==> src/rtl/memory_word_reader.sv <==
//============================================================================
// Module      : memory_word_reader
// Description : Read sequencer that fetches one word from a synchronous
//               memory and presents it on o_memory_word. This output feeds
//               the data_c input of the 3-channel bus multiplexer.
//               The block holds an address register that can be loaded or
//               incremented. It runs a request/ready handshake with memory
//               and marks each newly captured word with a one-cycle
//               o_word_valid pulse.
// Optional    : MEM_TIMEOUT_EN - when defined, a READ that sees no
//               i_mem_ready for TIMEOUT cycles is aborted. The abort is
//               flagged by a one-cycle o_rd_err pulse.
// Ports       : clk            rising-edge clock
//               rst_n          asynchronous active-low reset
//               i_addr_in      address to load
//               i_load_addr    load i_addr_in (IDLE only, beats incr)
//               i_incr_addr    address += 1, wrapping (IDLE only)
//               i_rd_req       start a read at the (updated) address
//               i_mem_ready    memory data valid this cycle
//               i_mem_rdata    memory read data
//               o_mem_addr     address register
//               o_mem_rd       read strobe, high in READ
//               o_memory_word  last captured word
//               o_word_valid   one-cycle pulse: o_memory_word updated
//               o_busy         high whenever not IDLE
//               o_rd_err       one-cycle pulse: read aborted by timeout
// Revision    : 1.0 - initial release
//============================================================================
`default_nettype none

module memory_word_reader #(
    parameter int WORD_SIZE = 8,
    parameter int ADDR_SIZE = 8
`ifdef MEM_TIMEOUT_EN
    ,
    parameter int TIMEOUT   = 15
`endif
) (
    input  logic                 clk,
    input  logic                 rst_n,
    input  logic [ADDR_SIZE-1:0] i_addr_in,
    input  logic                 i_load_addr,
    input  logic                 i_incr_addr,
    input  logic                 i_rd_req,
    input  logic                 i_mem_ready,
    input  logic [WORD_SIZE-1:0] i_mem_rdata,
    output logic [ADDR_SIZE-1:0] o_mem_addr,
    output logic                 o_mem_rd,
    output logic [WORD_SIZE-1:0] o_memory_word,
    output logic                 o_word_valid,
    output logic                 o_busy,
    output logic                 o_rd_err
);

    typedef enum logic [1:0] {
        S_IDLE = 2'd0,
        S_READ = 2'd1,
        S_DONE = 2'd2
    } state_t;

    state_t                 r_state;
    logic [ADDR_SIZE-1:0]   r_addr;
    logic [WORD_SIZE-1:0]   r_word;
    logic                   r_mem_rd;
    logic                   r_word_valid;
    logic                   r_busy;

`ifdef MEM_TIMEOUT_EN
    localparam int                   c_CNT_W    = $clog2(TIMEOUT + 1);
    // The counter holds 0 in the first READ cycle. Its value TIMEOUT-1
    // therefore marks the last READ cycle that is still allowed.
    localparam logic [c_CNT_W-1:0]   c_CNT_LAST = c_CNT_W'(TIMEOUT - 1);

    logic [c_CNT_W-1:0]     r_cnt;
    logic                   r_rd_err;
`endif

    // All outputs are registered. The strobes are written together with the
    // state, so each one tracks its state exactly.
    always_ff @(posedge clk or negedge rst_n) begin
        if (!rst_n) begin
            r_state      <= S_IDLE;
            r_addr       <= '0;
            r_word       <= '0;
            r_mem_rd     <= 1'b0;
            r_word_valid <= 1'b0;
            r_busy       <= 1'b0;
`ifdef MEM_TIMEOUT_EN
            r_cnt        <= '0;
            r_rd_err     <= 1'b0;
`endif
        end else begin
            r_word_valid <= 1'b0;
`ifdef MEM_TIMEOUT_EN
            r_rd_err     <= 1'b0;
`endif
            case (r_state)
                S_IDLE: begin
                    // The address updates on the same edge that launches a
                    // read, so a simultaneous load/incr applies to this read.
                    if (i_load_addr) begin
                        r_addr <= i_addr_in;
                    end else if (i_incr_addr) begin
                        r_addr <= r_addr + ADDR_SIZE'(1);
                    end
                    if (i_rd_req) begin
                        r_state  <= S_READ;
                        r_mem_rd <= 1'b1;
                        r_busy   <= 1'b1;
`ifdef MEM_TIMEOUT_EN
                        r_cnt    <= '0;
`endif
                    end
                end
                S_READ: begin
                    // A ready in the final allowed cycle beats the timeout.
                    if (i_mem_ready) begin
                        r_state      <= S_DONE;
                        r_word       <= i_mem_rdata;
                        r_mem_rd     <= 1'b0;
                        r_word_valid <= 1'b1;
                    end
`ifdef MEM_TIMEOUT_EN
                    else if (r_cnt == c_CNT_LAST) begin
                        r_state  <= S_IDLE;
                        r_mem_rd <= 1'b0;
                        r_busy   <= 1'b0;
                        r_rd_err <= 1'b1;
                    end else begin
                        r_cnt <= r_cnt + c_CNT_W'(1);
                    end
`endif
                end
                S_DONE: begin
                    r_state <= S_IDLE;
                    r_busy  <= 1'b0;
                end
                default: begin
                    r_state  <= S_IDLE;
                    r_mem_rd <= 1'b0;
                    r_busy   <= 1'b0;
                end
            endcase
        end
    end

    assign o_mem_addr    = r_addr;
    assign o_mem_rd      = r_mem_rd;
    assign o_memory_word = r_word;
    assign o_word_valid  = r_word_valid;
    assign o_busy        = r_busy;
`ifdef MEM_TIMEOUT_EN
    assign o_rd_err      = r_rd_err;
`else
    assign o_rd_err      = 1'b0;
`endif

endmodule

`default_nettype wire
==> config.mk <==
export PLATFORM = sky130hd
export DESIGN_NAME = memory_word_reader
export DESIGN_NICKNAME = d
export VERILOG_FILES = /design/src/rtl/memory_word_reader.sv
export SDC_FILE = /design/constraint.sdc
export NUM_CORES = 1
export LEC_CHECK = 0
export CAP_MARGIN = 25
export CORE_MARGIN = 2
export CORE_UTILIZATION = 45
export CTS_CLUSTER_SIZE = 16
export DETAILED_ROUTE_END_ITERATION = 10
export MAX_ROUTING_LAYER = met4
export PLACE_DENSITY = 0.91
export SYNTH_ARGS = -nofsm -noshare
export SYNTH_HDL_FRONTEND = slang
export SYNTH_SLANG_ARGS = --single-unit
==> constraint.sdc <==
create_clock -name clk -period 3.17 [get_ports clk]
set_input_delay 0.634 -clock clk [delete_from_list [all_inputs] [get_ports clk]]
set_output_delay 0.634 -clock clk [all_outputs]
set_load 0.05 [all_outputs]
==> impl_metrics.env <==
export IMPL_place_congestion=0.826
export IMPL_synth_area_um2=1000
export IMPL_slowest_delay_ps=860
export IMPL_grt_pass1_wl_um=3510
export IMPL_synthDistinctLibCells=32
export IMPL_fill_cells=155
export IMPL_yosys_area_top_type="dfrtp_1"
export IMPL_diodes=0
export IMPL_drtIter0Drc=23
export IMPL_slew_limit_headroom_pct=38.5
export IMPL_fmax_ghz=0.431
export IMPL_finalHoldViolCount=0
export IMPL_synth_top_area_share_pct=52.5
export IMPL_final_cells=162
export IMPL_cpLargestDelayFamily="buffers and inverters"
export IMPL_cts_resized=0
export IMPL_worstRegToRegCells=5
export IMPL_clk_latency_ps=320
export IMPL_detail_route_antenna_nets=0
export IMPL_outcome="completed"
export IMPL_clock_sinks=21
export IMPL_ys_seq_elements=21
export IMPL_ys_top_cells_by_area="dfrtp_1, mux2_2, o21ai_0"
export IMPL_grt_pass1_vias=772
export IMPL_grt_max_degree=22
export IMPL_htree_num_levels=1
export IMPL_antenna_found_initial=0
export IMPL_post_cts_buffers=0
export IMPL_setup_viol=0
export IMPL_die_area_um2=2620
export IMPL_tns_ps=0
export IMPL_skew_ps=6.26
export IMPL_comb_power_share_pct=58.5
export IMPL_cts_tree="built"
export IMPL_syn_avg_cell_area_um2=10.6
export IMPL_io_buffers=40
export IMPL_grt_overflow_total=0
export IMPL_netSwitchingPower_mw=0.773
export IMPL_p_int_mw=0.761
export IMPL_crit_arrival_ps=1690
export IMPL_vias=877
export IMPL_io_pins=42
export IMPL_track_usage_pct=18.9
export IMPL_drt_wl_total_um=2210
export IMPL_required_ps=2540
export IMPL_drc_errors=0
export IMPL_p_per_area_nw_per_um2=1070
export IMPL_pwr_share_seq_pct=32.8
export IMPL_rsz0062_at_grt="no"
export IMPL_firstDrtPassIters=4
export IMPL_cap_violations=0
export IMPL_worst_pin_slew_ps=919
export IMPL_synth_cells=94
export IMPL_dp_cells=158
export IMPL_path_cells="clkdlybuf4s50_1"
export IMPL_cts_buffers=3
export IMPL_cp_num_buf_inv=1
export IMPL_start_util_pct=46.6
export IMPL_die_w_um=51.2
export IMPL_end_kind="output pin"
export IMPL_core_area_um2=2150
export IMPL_cp_start_kind="register"
export IMPL_vias_per_cell=5.41
export IMPL_crit_type="reg -> out"
export IMPL_clockRootBuffer="clkbuf_4"
export IMPL_clock_path_buffers=2
export IMPL_min_period_ps=2320
export IMPL_final_net_count=158
export IMPL_seq_area_frac_synth_pct=52.5
export IMPL_rows=17
export IMPL_area_delta_synth_final_pct=43.9
export IMPL_yosysWarnings=0
export IMPL_p_sw_share_pct=50.4
export IMPL_path_clk_slew_ps=120
export IMPL_hp_class="reg -> reg"
export IMPL_crit_fanout=8
export IMPL_fp_dieH_um=51.2
export IMPL_whs_ps=514
export IMPL_drive_gt1_share_pct=11.9
export IMPL_crit_cells=1
export IMPL_syn_nets=117
export IMPL_power_leakage_nw=0.611
export IMPL_clock_power_share_pct=8.7
export IMPL_hold_depth=1
export IMPL_peakVddDrop_mv=0.599
export IMPL_dp_hpwl_um=1640
export IMPL_avgRoutedWirePerCell_um=13.6
export IMPL_crit_slowest_cell="clkdlybuf4s50_1"
export IMPL_timing_final_crit_share_pct=73.3
export IMPL_post_cts_hold_buffer_count=0
export IMPL_fin_util_pct=67.0
export IMPL_maxSlewViolCount=0
==> stage by stage <==
stage / setup slack (ps) / total power, mW / area (um2)
floorplan: 1490 / 1.09 / 1000
global placement: 952 / 1.38 / 1410
detailed placement: 912 / 1.41 / 1410
CTS: 851 / 1.54 / 1440
global route: 815 / 1.62 / 1440
finish: 848 / 1.53 / 1440
==> power by group through the flow <==
stage / Clock, mW / Combinational, mW / Sequential, mW
after CTS: 0.139 / 0.904 / 0.501
after global placement: 0 / 0.886 / 0.494
final: 0.133 / 0.897 / 0.503
after global routing: 0.151 / 0.945 / 0.521
after detailed placement: 0 / 0.902 / 0.506
after floorplan: 0 / 0.198 / 0.889
==> placed cells by master (no fill, tap or decap), types with 3 or more instances in the layout <==
| master | synthesis | final |
|---|---|---|
| clkdlybuf4s50_1 | 0 | 40 |
| dfrtp_1 | 21 | 21 |
| mux2_2 | 8 | 8 |
| nor2_1 | 8 | 8 |
| o21ai_0 | 8 | 8 |
| a21oi_1 | 7 | 7 |
| inv_1 | 5 | 5 |
| nand2_1 | 4 | 4 |
| clkbuf_4 | 0 | 3 |
==> cells by family (layout without fill, tap and decap cells) <==
logic type	after synthesis	count (layout)	synth area share, %
fa+ha+maj	1	1	1.25
mux	10	10	11.5
other cells	1	1	0.375
flops	21	21	52.5
compound gates	23	23	13.9
simple gates	28	28	15.5
buf+inv	10	50	5.00
==> metal layers <==
layer,global-route usage [%],wire (um),vias up
met3,2.05,126,5
li1,-,-,418
met1,22.6,888,421
met5,-,0,-
met2,30.7,1140,33
met4,11.7,52,0
==> final cells by class <==
class	instances	area [um2]	area share, %
multi-input combinational	63	425	29.5
clock buffer	3	22.5	1.56
sequential	21	526	36.5
inverter	5	18.8	1.30
timing repair buffer	41	408	28.3
tap	28	35.0	2.43
clock inverter	1	5.00	0.348
==> flip-flops by register name (all words and copies together), names as in the netlist <==
register,flops
o_word_valid,1
r_state,2
o_memory_word,8
o_mem_rd,1
o_busy,1
o_mem_addr,8
==> final timing paths <==
path | to | from | slack (ps)
max | o_mem_addr[0] | o_mem_addr[0] | 850
min | r_state[0] | r_state[1] | 510
max reg2reg | o_mem_addr[3] | r_state[0] | 1690
min reg2reg | r_state[0] | r_state[1] | 510
max in group asynchronous | o_memory_word[6] | rst_n | 1790
min in group asynchronous | o_mem_addr[7] | rst_n | 820
==> cells in the mapped netlist <==
cell      number
dfrtp_1       21
mux2i_1        1
buf_2          1
inv_1          5
and3_2         1
a21oi_1        7
nor3b_1        1
nor2b_1        1
o21ai_0        8
a31oi_1        1
buf_4          3
nand4_1        2
nor3_1         2
nand4b_1       1
mux2_2         8
and3_1         2
mux2_4         1
nand2_1        4
ha_1           1
a32oi_1        1
nor2_1         8
o22a_1         1
nand2b_1       2
o22ai_1        2
nand3_1        1
a21o_1         1
clkbuf_1       1
and4_1         2
a211oi_2       1
conb_1         1
and4b_1        1
a22oi_1        1
No activity file was read; power rests on OpenSTA's default activity.
